$ cat src/rtl/ps2_key_decoder.sv
// PS/2 set-2 keyboard front end: sync + glitch filter, 11-bit frame receiver, arrow/Enter make decoder.
// Define AUTOREPEAT_EN to pulse on every make (typematic repeats); otherwise repeats wait for the break code.
module ps2_key_decoder #(
  parameter int FILTER_LEN     = 8,
  parameter int TIMEOUT_CYCLES = 100000
) (
  input  logic       clk,
  input  logic       rst_sys,
  input  logic       ps2_clk,
  input  logic       ps2_data,
  output logic       up,
  output logic       down,
  output logic       left,
  output logic       right,
  output logic       enter,
  output logic [7:0] key_code,
  output logic       byte_valid,
  output logic       frame_err
);

  localparam int FW = $clog2(FILTER_LEN);
  localparam int TW = (TIMEOUT_CYCLES > 1) ? $clog2(TIMEOUT_CYCLES) : 1;

  localparam logic [1:0] ST_IDLE   = 2'd0;
  localparam logic [1:0] ST_DATA   = 2'd1;
  localparam logic [1:0] ST_PARITY = 2'd2;
  localparam logic [1:0] ST_STOP   = 2'd3;

  logic          clk_s1_q, clk_s2_q, dat_s1_q, dat_s2_q;
  logic          filt_q, filt_d;
  logic [FW-1:0] fcnt_q, fcnt_d;
  logic          fall;
  logic [1:0]    state_q, state_d;
  logic [2:0]    bitcnt_q, bitcnt_d;
  logic [7:0]    shift_q, shift_d;
  logic          par_q, par_d;
  logic [TW-1:0] wdog_q, wdog_d;
  logic [7:0]    key_code_q, key_code_d;
  logic          byte_valid_q, byte_valid_d;
  logic          frame_err_q, frame_err_d;
  logic          ext_q, ext_d, brk_q, brk_d;
  logic [4:0]    hit;            // {enter, right, left, down, up}
  logic [4:0]    pulse_q, pulse_d;

  // The filtered level only moves after FILTER_LEN consecutive disagreeing samples.
  always_comb begin
    filt_d = filt_q;
    fcnt_d = fcnt_q;
    fall   = 1'b0;
    if (clk_s2_q == filt_q) begin
      fcnt_d = '0;
    end else if (fcnt_q == FW'(FILTER_LEN - 1)) begin
      filt_d = ~filt_q;
      fcnt_d = '0;
      fall   = filt_q;
    end else begin
      fcnt_d = fcnt_q + 1'b1;
    end
  end

  always_comb begin
    state_d      = state_q;
    bitcnt_d     = bitcnt_q;
    shift_d      = shift_q;
    par_d        = par_q;
    key_code_d   = key_code_q;
    byte_valid_d = 1'b0;
    frame_err_d  = 1'b0;
    wdog_d       = (state_q == ST_IDLE) ? '0 : wdog_q + 1'b1;
    if (fall) begin
      wdog_d = '0;
      case (state_q)
        ST_IDLE: begin
          if (!dat_s2_q) begin
            state_d  = ST_DATA;
            bitcnt_d = 3'd0;
          end
        end
        ST_DATA: begin
          shift_d  = {dat_s2_q, shift_q[7:1]};
          bitcnt_d = bitcnt_q + 3'd1;
          if (bitcnt_q == 3'd7) state_d = ST_PARITY;
        end
        ST_PARITY: begin
          par_d   = dat_s2_q;
          state_d = ST_STOP;
        end
        default: begin
          if (dat_s2_q && ((^shift_q) ^ par_q)) begin
            key_code_d   = shift_q;
            byte_valid_d = 1'b1;
          end else begin
            frame_err_d = 1'b1;
          end
          state_d = ST_IDLE;
        end
      endcase
    end else if (state_q != ST_IDLE && wdog_q == TW'(TIMEOUT_CYCLES - 1)) begin
      state_d     = ST_IDLE;
      frame_err_d = 1'b1;
      wdog_d      = '0;
    end
  end

  // Classify the byte presented in the byte_valid cycle; prefixes only set flags.
  always_comb begin
    ext_d = ext_q;
    brk_d = brk_q;
    hit   = 5'b0;
    if (byte_valid_q) begin
      if (key_code_q == 8'hE0) begin
        ext_d = 1'b1;
      end else if (key_code_q == 8'hF0) begin
        brk_d = 1'b1;
      end else begin
        hit[0] = ext_q && key_code_q == 8'h75;
        hit[1] = ext_q && key_code_q == 8'h72;
        hit[2] = ext_q && key_code_q == 8'h6B;
        hit[3] = ext_q && key_code_q == 8'h74;
        hit[4] = key_code_q == 8'h5A;
        ext_d  = 1'b0;
        brk_d  = 1'b0;
      end
    end
  end

`ifdef AUTOREPEAT_EN
  assign pulse_d = brk_q ? 5'b0 : hit;
`else
  logic [4:0] held_q, held_d;

  assign pulse_d = brk_q ? 5'b0 : (hit & ~held_q);
  assign held_d  = brk_q ? (held_q & ~hit) : (held_q | hit);

  always_ff @(posedge clk or negedge rst_sys) begin
    if (!rst_sys) held_q <= 5'b0;
    else          held_q <= held_d;
  end
`endif

  always_ff @(posedge clk or negedge rst_sys) begin
    if (!rst_sys) begin
      clk_s1_q     <= 1'b1;
      clk_s2_q     <= 1'b1;
      dat_s1_q     <= 1'b1;
      dat_s2_q     <= 1'b1;
      filt_q       <= 1'b1;
      fcnt_q       <= '0;
      state_q      <= ST_IDLE;
      bitcnt_q     <= 3'd0;
      shift_q      <= 8'h00;
      par_q        <= 1'b0;
      wdog_q       <= '0;
      key_code_q   <= 8'h00;
      byte_valid_q <= 1'b0;
      frame_err_q  <= 1'b0;
      ext_q        <= 1'b0;
      brk_q        <= 1'b0;
      pulse_q      <= 5'b0;
    end else begin
      clk_s1_q     <= ps2_clk;
      clk_s2_q     <= clk_s1_q;
      dat_s1_q     <= ps2_data;
      dat_s2_q     <= dat_s1_q;
      filt_q       <= filt_d;
      fcnt_q       <= fcnt_d;
      state_q      <= state_d;
      bitcnt_q     <= bitcnt_d;
      shift_q      <= shift_d;
      par_q        <= par_d;
      wdog_q       <= wdog_d;
      key_code_q   <= key_code_d;
      byte_valid_q <= byte_valid_d;
      frame_err_q  <= frame_err_d;
      ext_q        <= ext_d;
      brk_q        <= brk_d;
      pulse_q      <= pulse_d;
    end
  end

  assign up         = pulse_q[0];
  assign down       = pulse_q[1];
  assign left       = pulse_q[2];
  assign right      = pulse_q[3];
  assign enter      = pulse_q[4];
  assign key_code   = key_code_q;
  assign byte_valid = byte_valid_q;
  assign frame_err  = frame_err_q;

endmodule

$ cat config.mk
export PLATFORM = sky130hd
export DESIGN_NAME = ps2_key_decoder
export DESIGN_NICKNAME = d
export VERILOG_FILES = /design/src/rtl/ps2_key_decoder.sv
export SDC_FILE = /design/constraint.sdc
export NUM_CORES = 1
export LEC_CHECK = 0
export ABC_AREA = 0
export ABC_CLOCK_PERIOD_IN_PS = 3240
export CORE_ASPECT_RATIO = 0.7
export CORE_MARGIN = 2
export CORE_UTILIZATION = 30
export DETAILED_ROUTE_END_ITERATION = 12
export GPL_TIMING_DRIVEN = 0
export PLACE_DENSITY_LB_ADDON = 0.3
export SETUP_SLACK_MARGIN = 0.4
export SYNTH_ARGS = -nofsm -noshare
export SYNTH_HDL_FRONTEND = slang
export SYNTH_SLANG_ARGS = --single-unit
$ cat constraint.sdc
create_clock -name clk -period 3.24 [get_ports clk]
set_input_delay 0.972 -clock clk [delete_from_list [all_inputs] [get_ports clk]]
set_output_delay 0.972 -clock clk [all_outputs]
set_load 0.005 [all_outputs]
==> flow_summary.ini, run 1 <==
[setup_path]
critPathTopFamily = simple AND/OR/NAND/NOR gates
r2r_cells = 8
slowest_delay_ns = 0.64
cp.arrival_ns = 2.76
cp_data_required_time_ns = 3.45
cp.depth = 8
end_kind = flip-flop
crit_type = reg -> reg
crit_chain = inv_1, ha_1, or4b_2, nor3_1, a211o_1, buf_2, buf_2, nor2_1
crit_top_cell = buf_2
path_buf_inv = 3
slowest_stage = or4b_2
startpoint_type = flip-flop
worstPathMaxFanout = 10

[timing]
rsz0062_at_grt = false
slew_headroom_pct = 48.0
period_needed_ns = 2.56
hold_viol = 0
drv_slew = 0
setup_tns_ns = 0
setup_viol = 0
fmax_mhz = 391
tightest_slew_ns = 0.780
timing.final.ws_setup_ns = 0.681
hold_slack_ns = 0.353
fin_skew_ns = 0.00646
final.period_utilization_pct = 79.0

[route]
wl_um = 5430
remaining_drc_errors = 0
num_vias = 1937
vias_per_cell = 4.74
drtPass1Iterations = 4
drt_iter0_drc = 95
ant_nets = 0
wl_per_cell_um = 13.3

[floorplan]
start_util_pct = 31.1
fp-row-count = 29
die_w_um = 120
boundaryPins = 19
die-area_mm2 = 0.0103
core_mm2 = 0.00914
die_y_um = 85.5

[clocking]
htreeDepth = 3
cts.sinks = 61
clkTransAtPathRegs_ns = 0.05
cts_tree = done
cts_buffers = 9
hold_buffers = 0
worstSkewPairLatency_ns = 0.33
cts-root-buf = clkbuf_16
cts_resized = 0
post-cts-setup-buffer-count = 0
clock_path_buffers = 2

[power_and_ir_drop]
share_comb_of_total_power_pct = 3.2
power.internal_mw = 1.37
vdd_drop_max_mv = 0.342
cellLeakagePower_nw = 1.53
power_density_mw_per_mm2 = 502
power_frac_clock_pct = 50.5
swShare_pct = 21.2
power_mw = 1.74
p_switching_mw = 0.369
p_seq_share_pct = 46.3

[worst_hold_path]
whs_path_depth = 0
hold_class = reg -> reg

[logic_synthesis]
syn_area_mm2 = 0.00285
yosys_register_bits = 61
synthAdderAreaFrac_pct = 3.95
synth-simple-area-share_pct = 18.6
synthMuxAreaShare_pct = 8.88
synth.avg_cell_area_um2 = 11.3
yosys_warnings = 0
synth_top_area_share_pct = 49.2
synth-seq-area-share_pct = 53.8
synth_compound_area_share_pct = 5.45
synth_xor_area_share_pct = 6.72
synthCells = 251
synth_top_family_by_area = simple AND/OR/NAND/NOR gates
synth_area_leaders = dfrtp_1, mux2_2, dfstp_2
syn_nets = 264
synth_cell_types = 41
synth_largest_area_cell = dfrtp_1

[grt]
grt_pass1_wl_um = 9370
grt_usage_pct = 12.0
antenna_found_initial = 0
grt_max_degree = 62
grt-ovfl-total = 0
grt_pass1_vias = 1864

[layout]
finalNetCount = 293
final_layout_size_suffix_gt1_share_pct = 16.1
mostFrequentLayoutCell = dfrtp_1
fillers = 888
area_delta_synth_final_pct = 21.5
n_antenna_cell = 0
final_cell_mix = dfrtp_1, nor2_1, nand2_1

[placement]
port_buffers = 18
place.gp.congestion = 0.791
preCtsSetupSlack_ns = 0.703
post-dp-hpwl_um = 3640

[status]
status = completed

[run]
max-cap-violations = 0
-- registers in the layout, summed over array words and instances (netlist names), named ones only --
register    flops
bitcnt_q        3
brk_q           1
byte_valid      1
clk_s1_q        1
clk_s2_q        1
dat_s1_q        1
dat_s2_q        1
ext_q           1
fcnt_q          3
filt_q          1
frame_err       1
key_code        8
par_q           1
pulse_q         5
shift_q         8
state_q         2
wdog_q         17
-- per-stage QoR --
stage | std cells | utilization (%) | cell area, µm²
finish | 409 | 37.8 | 3460
global route | 409 | 37.8 | 3460
CTS | 409 | 37.8 | 3460
detailed placement | 393 | 34.8 | 3180
global placement | 393 | 34.8 | 3180
floorplan | 251 | - | 2850
-- cell usage after synthesis, drive strengths merged --
master	count
o221ai	1
a2bb2oi	1
dfrtp	56
nand2b	1
a211o	1
o21ai	8
xor2	12
nand4b	3
clkbuf	5
nor2b	3
or4	1
mux2i	6
or4b	2
nor4	2
nor2	20
dfstp	5
o22ai	2
mux2	16
ha	9
nor3	4
nand4	9
xor3	1
and4	4
nor3b	4
a21oi	10
a211oi	1
nand2	18
buf	2
and2	3
nand3	8
nor4b	1
and3	5
inv	12
and3b	2
or3	4
xnor3	1
nand3b	1
a31oi	3
xnor2	4
-- layer usage --
metal	share of wire [%]	track usage (%)	vias to the layer above	routed length [µm]
met5	0	0	-	0
met4	0.55	5.81	0	30
met3	5.0	5.39	4	269
met2	41	15.5	38	2230
met1	53	16.8	951	2900
li1	-	-	944	-
-- kinds of logic (layout without fill, tap and decap cells) --
logic type                 after synthesis  after routing
DFF                                     61             61
buffers and inverters                   19             53
and+or+nand+nor                         95             95
xor gates and xnor gates                18             18
AOI/OAI and AO/OA                       27             27
muxes                                   22             22
adders and majority gates                9              9
-- final timing paths --
path	start	slack [ns]	to
min in group asynchronous	rst_sys	0.72	key_code[6]$_DFFE_PN0P_
worst min register to register	dat_s1_q$_DFF_PN1_	0.35	dat_s2_q$_DFF_PN1_
worst max-delay path	state_q[0]$_DFFE_PN0P_	0.68	wdog_q[9]$_DFF_PN0_
worst max register to register	state_q[0]$_DFFE_PN0P_	0.68	wdog_q[9]$_DFF_PN0_
max in group asynchronous	rst_sys	2.00	wdog_q[9]$_DFF_PN0_
worst min-delay path	dat_s1_q$_DFF_PN1_	0.35	dat_s2_q$_DFF_PN1_
-- worst reg2reg max path, cell delays in order, from the launching register on --
cell     delay, ns
dfrtp_1       0.39
inv_1         0.08
ha_1          0.31
or4b_2        0.64
nor3_1        0.29
a211o_1       0.18
buf_2         0.20
buf_2         0.27
nor2_1        0.08
-- final cells by class --
class / instances / area [µm²] / area share, %
inverters: 12 / 45.0 / 1.30
clock inverters: 4 / 22.5 / 0.651
well taps: 124 / 155 / 4.48
plain buffers: 7 / 28.8 / 0.832
flip-flops and latches: 61 / 1530 / 44.3
multi-input cells: 171 / 1240 / 35.9
clock buffers: 12 / 256 / 7.41
repair buffers: 18 / 178 / 5.14
-- power by group through the flow --
| stage | registers, mW | clock network, mW | logic (mW) |
|---|---|---|---|
| floorplan | 0.814 | 0 | 0.0326 |
| global placement | 0.816 | 0 | 0.0572 |
| detailed placement | 0.817 | 0 | 0.0585 |
| CTS | 0.804 | 0.911 | 0.0591 |
| global route | 0.807 | 0.953 | 0.0702 |
| finish | 0.805 | 0.877 | 0.0559 |
Power figures use the tool's default switching activity.
==> run 2: changes to the inputs <==
Settings changed: ABC_CLOCK_PERIOD_IN_PS 3240 to 2300.
Clock period 3.24 ns to 2.3 ns, I/O delays scaled along.
==> run 2 against run 1 <==
  * Cell count rose by 7.8%
  * Design area rose by 16%
  * Sequential power rose by 42%
==> flow_summary.ini, run 2 (synthesized netlist as in run 1, its figures left out) <==
[grt]
grt_max_degree = 35
grt_pass1_wl_um = 10000
grt_pass1_vias = 2033
antenna_found_initial = 0
grt-ovfl-total = 0
grt_usage_pct = 12.6

[placement]
preCtsSetupSlack_ns = 0.0583
place.gp.congestion = 0.770
placed_cell_area_mm2 = 0.00324
post-place-cells = 394
port_buffers = 18
post-dp-hpwl_um = 3760

[floorplan]
fp-row-count = 29
boundaryPins = 19
die_w_um = 120
die-area_mm2 = 0.0103
start_util_pct = 31.1
die_y_um = 85.5
core_mm2 = 0.00914

[timing]
hold_viol = 0
hold_slack_ns = 0.353
fin_skew_ns = 0.00524
setup_tns_ns = 0
tightest_slew_ns = 0.791
drv_slew = 0
fmax_mhz = 475
final.period_utilization_pct = 91.5
rsz0062_at_grt = true
period_needed_ns = 2.10
setup_viol = 0
slew_headroom_pct = 47.3
timing.final.ws_setup_ns = 0.196

[power_and_ir_drop]
cellLeakagePower_nw = 1.85
power.internal_mw = 2.17
vdd_drop_max_mv = 0.402
power_density_mw_per_mm2 = 671
power_frac_clock_pct = 53.9
share_comb_of_total_power_pct = 3.9
p_switching_mw = 0.529
swShare_pct = 19.6
p_seq_share_pct = 42.2
power_mw = 2.70

[layout]
finalNetCount = 325
post-route-util_pct = 44.0
final_cell_mix = dfrtp_1, buf_4, nand2_1
n_antenna_cell = 0
mostFrequentLayoutCell = dfrtp_1
area_delta_synth_final_pct = 41.1
top_register = wdog_q
final_layout_size_suffix_gt1_share_pct = 35.3
largest_reg_flops = 17
stdcell_count = 441
fin_area_mm2 = 0.00402

[setup_path]
crit_type = reg -> reg
worstPathMaxFanout = 9
startpoint_type = flip-flop
cp_data_required_time_ns = 2.51
cp.arrival_ns = 2.31
end_kind = flip-flop

[route]
drt_iter0_drc = 177
wl_um = 6020
vias_per_cell = 4.74
remaining_drc_errors = 0
ant_nets = 0
wl_per_cell_um = 13.6
num_vias = 2092
drtPass1Iterations = 4

[clocking]
cts_buffers = 9
worstSkewPairLatency_ns = 0.33
cts_tree = done
htreeDepth = 3
clkTransAtPathRegs_ns = 0.05
cts-root-buf = clkbuf_16
cts.sinks = 61
clock_path_buffers = 2

[run]
max-cap-violations = 0

[worst_hold_path]
hold_class = reg -> reg

[status]
status = completed
run 2: changes by cell type in the layout (fill, tap and decap cells not counted), moves of 4 or more:
| cell | before | now |
|---|---|---|
| buf_6 | 0 | 4 |
| dfrtp_1 | 56 | 52 |
| nor2_1 | 20 | 8 |
| a21oi_1 | 10 | 6 |
| buf_4 | 1 | 25 |
| a21oi_2 | 0 | 4 |
| clkdlybuf4s50_1 | 17 | 11 |
| dfrtp_2 | 0 | 4 |
| buf_12 | 0 | 4 |
| ha_1 | 9 | 5 |
| nor2_4 | 0 | 6 |
| nor2_2 | 0 | 6 |
run 2: power groups by stage:
stage,clock network [mW],logic [mW],registers (mW)
global placement,0,0.0819,1.15
floorplan,0,0.0474,1.15
detailed placement,0,0.0884,1.15
CTS,1.50,0.100,1.13
finish,1.45,0.106,1.14
global route,1.56,0.122,1.14
run 2: cell type report:
class	instances	area, µm²
buffer	7	73.8
fill	862	5120
timing repair buffer	50	497
inverter	12	45.0
multi-input combinational	171	1380
tap	124	155
sequential	61	1540
clock buffer	12	256
clock inverter	4	70.1
run 2: path summary, 6_finish.rpt:
check	end	cells past startpoint	start	slack [ns]
setup / recovery	key_code[3]$_DFFE_PN0P_	5	shift_q[3]$_DFFE_PN0P_	0.20
hold / removal	clk_s2_q$_DFF_PN1_	0	clk_s1_q$_DFF_PN1_	0.35
setup reg to reg	key_code[3]$_DFFE_PN0P_	5	shift_q[3]$_DFFE_PN0P_	0.20
hold reg to reg	clk_s2_q$_DFF_PN1_	0	clk_s1_q$_DFF_PN1_	0.35
max in group asynchronous	key_code[0]$_DFFE_PN0P_	2	rst_sys	1.22
min in group asynchronous	key_code[6]$_DFFE_PN0P_	1	rst_sys	0.45
run 2: metal layers:
metal  up-vias  GRT usage, %  routed length (µm)
met2        30          17.5                2690
met5         -             0                   0
met3         8          4.85                 268
met1      1042          18.1                3000
li1       1012             -                   -
met4         0          3.81                  62
run 2: what timing repair did:
item                                   in CTS  in global routing
pin swaps                                   6                 13
buffers inserted                           24                  6
hold buffers                                0                  0
endpoints found under the hold margin       0                  0
setup endpoints to repair                  39                 36
resized for setup                          24                 31
gates cloned                                1                  0
run 2: worst max-delay path, stage by stage (launching register included):
cell and delay [ns]:
dfrtp_1 0.37, xor3_4 0.51, or4_4 0.44, mux2i_4 0.18
buf_12 0.15, mux2_2 0.33
==> run 3: changes to the inputs <==
Settings changed: ABC_CLOCK_PERIOD_IN_PS 2300 to 2060, CORE_UTILIZATION 30 to 39.
Clock period 2.3 ns to 2.06 ns, I/O delays scaled along.
==> run 3 against run 2 <==
  * The run now ends with setup timing left
  * Cell count is 1.8% lower
  * Largest cell class unchanged
  * Core utilization increased by 14 points
  * Worst hold slack got worse by 0.048 ns
  * Combinational power increased by 20%
  * Design area grew 3.8%
  * Setup slack lost 0.23 ns
  * Sequential cell count unchanged
  * Power shrank 12%
  * Wire length increased by 3.2%
  * Register-to-register slack worse by 0.23 ns
==> flow_summary.ini, run 3 (synthesized netlist as in run 1, its figures left out) <==
[setup_path]
worstPathMaxFanout = 9
end_kind = flip-flop
cp_data_required_time_ns = 2.28
crit_type = reg -> reg
startpoint_type = flip-flop
cp.arrival_ns = 2.32

[timing]
tightest_slew_ns = 0.650
final.period_utilization_pct = 102
fmax_mhz = 478
rsz0062_at_grt = true
period_needed_ns = 2.09
setup_viol = 8
slew_headroom_pct = 56.6
hold_viol = 0
hold_slack_ns = 0.305
fin_skew_ns = 0.00770
timing.final.ws_setup_ns = -0.0336
drv_slew = 0

[placement]
post-dp-hpwl_um = 3620
placed_cell_area_mm2 = 0.00328
place.gp.congestion = 0.808
port_buffers = 18

[power_and_ir_drop]
cellLeakagePower_nw = 1.94
vdd_drop_max_mv = 0.308
power_density_mw_per_mm2 = 571
p_switching_mw = 0.543
power.internal_mw = 1.84
power_frac_clock_pct = 41.5
swShare_pct = 22.8
share_comb_of_total_power_pct = 5.3
p_seq_share_pct = 53.2

[clocking]
htreeDepth = 3
clkTransAtPathRegs_ns = 0.07
cts.sinks = 61
cts-root-buf = clkbuf_8
clock_path_buffers = 2
worstSkewPairLatency_ns = 0.34
cts_buffers = 9
cts_tree = done

[grt]
grt_pass1_vias = 2131
grt_usage_pct = 17.2
grt_pass1_wl_um = 10500
grt-ovfl-total = 0
antenna_found_initial = 0
grt_max_degree = 35

[layout]
finalNetCount = 343
mostFrequentLayoutCell = dfrtp_1
fin_area_mm2 = 0.00417
largest_reg_flops = 17
final_layout_size_suffix_gt1_share_pct = 41.8
top_register = wdog_q
area_delta_synth_final_pct = 46.4
n_antenna_cell = 0
final_cell_mix = dfrtp_1, buf_4, buf_6
post-route-util_pct = 58.0

[route]
drtPass1Iterations = 4
remaining_drc_errors = 0
wl_um = 6210
drt_iter0_drc = 61
ant_nets = 0
vias_per_cell = 4.99
num_vias = 2160
wl_per_cell_um = 14.3

[worst_hold_path]
hold_class = in -> async

[status]
status = finished, violations left
violations = setup timing

[floorplan]
boundaryPins = 19
fp-row-count = 26
die-area_mm2 = 0.00801
die_w_um = 106
start_util_pct = 39.6
die_y_um = 75.5
core_mm2 = 0.00719

[run]
max-cap-violations = 0
## run 3: worst paths after layout
path,from,slack [ns],cells past startpoint,to
setup / recovery,shift_q[3]$_DFFE_PN0P_,-0.03,5,key_code[4]$_DFFE_PN0P_
hold reg to reg,clk_s1_q$_DFF_PN1_,0.36,0,clk_s2_q$_DFF_PN1_
min in group clk,clk_s1_q$_DFF_PN1_,0.36,0,clk_s2_q$_DFF_PN1_
max in group asynchronous,rst_sys,1.08,2,clk_s1_q$_DFF_PN1_
setup reg to reg,shift_q[3]$_DFFE_PN0P_,-0.03,5,key_code[4]$_DFFE_PN0P_
hold / removal,rst_sys,0.30,1,shift_q[5]$_DFFE_PN0P_
## run 3: stage by stage
step           instances  setup TNS, ns  setup WS, ns  total power [mW]
2_1_floorplan        251              0        0.0119              1.34
4_1_cts              419         -0.135       -0.0244              2.42
3_3_place_gp         367         -97.18         -1.64              1.39
5_1_grt              433          -1.17       -0.0857              2.49
6_report             433        -0.0974       -0.0336              2.38
3_5_place_dp         368          -1.16        -0.152              1.39
## run 3: area by class of cell
type	instances	area, µm²
buffer	7	92.6
clock buffer	13	169
clock inverter	3	18.8
fill	594	3020
inverter	12	45.0
multi-input combinational	171	1520
sequential	61	1540
tap	98	123
timing repair buffer	68	669
## run 3: layer usage
metal	GRT usage (%)	wire [µm]	vias to the layer above
met2	26.1	2790	33
li1	-	-	1046
met1	23.5	3140	1072
met5	0	0	-
met4	5.70	65	0
met3	5.65	213	9
## run 3: repair_timing
action / 4_1_cts / 5_1_grt
setup buffers: 33 / 14
setup endpoints to repair: 51 / 44
cloned: 2 / 0
pin swaps: 12 / 8
hold buffers: 0 / 0
resized for setup: 63 / 35
## run 3: critical path: stages (launching register included)
cell     delay (ns)
dfrtp_1        0.37
xor3_4         0.51
or4_4          0.44
mux2i_4        0.18
buf_12         0.16
mux2_2         0.33
## run 3: power by group through the flow
| stage | logic (mW) | registers [mW] | clock network [mW] |
|---|---|---|---|
| after floorplan | 0.0587 | 1.28 | 0 |
| after global routing | 0.149 | 1.27 | 1.07 |
| after global placement | 0.0982 | 1.29 | 0 |
| after detailed placement | 0.106 | 1.29 | 0 |
| after CTS | 0.125 | 1.27 | 1.03 |
| final | 0.127 | 1.27 | 0.988 |
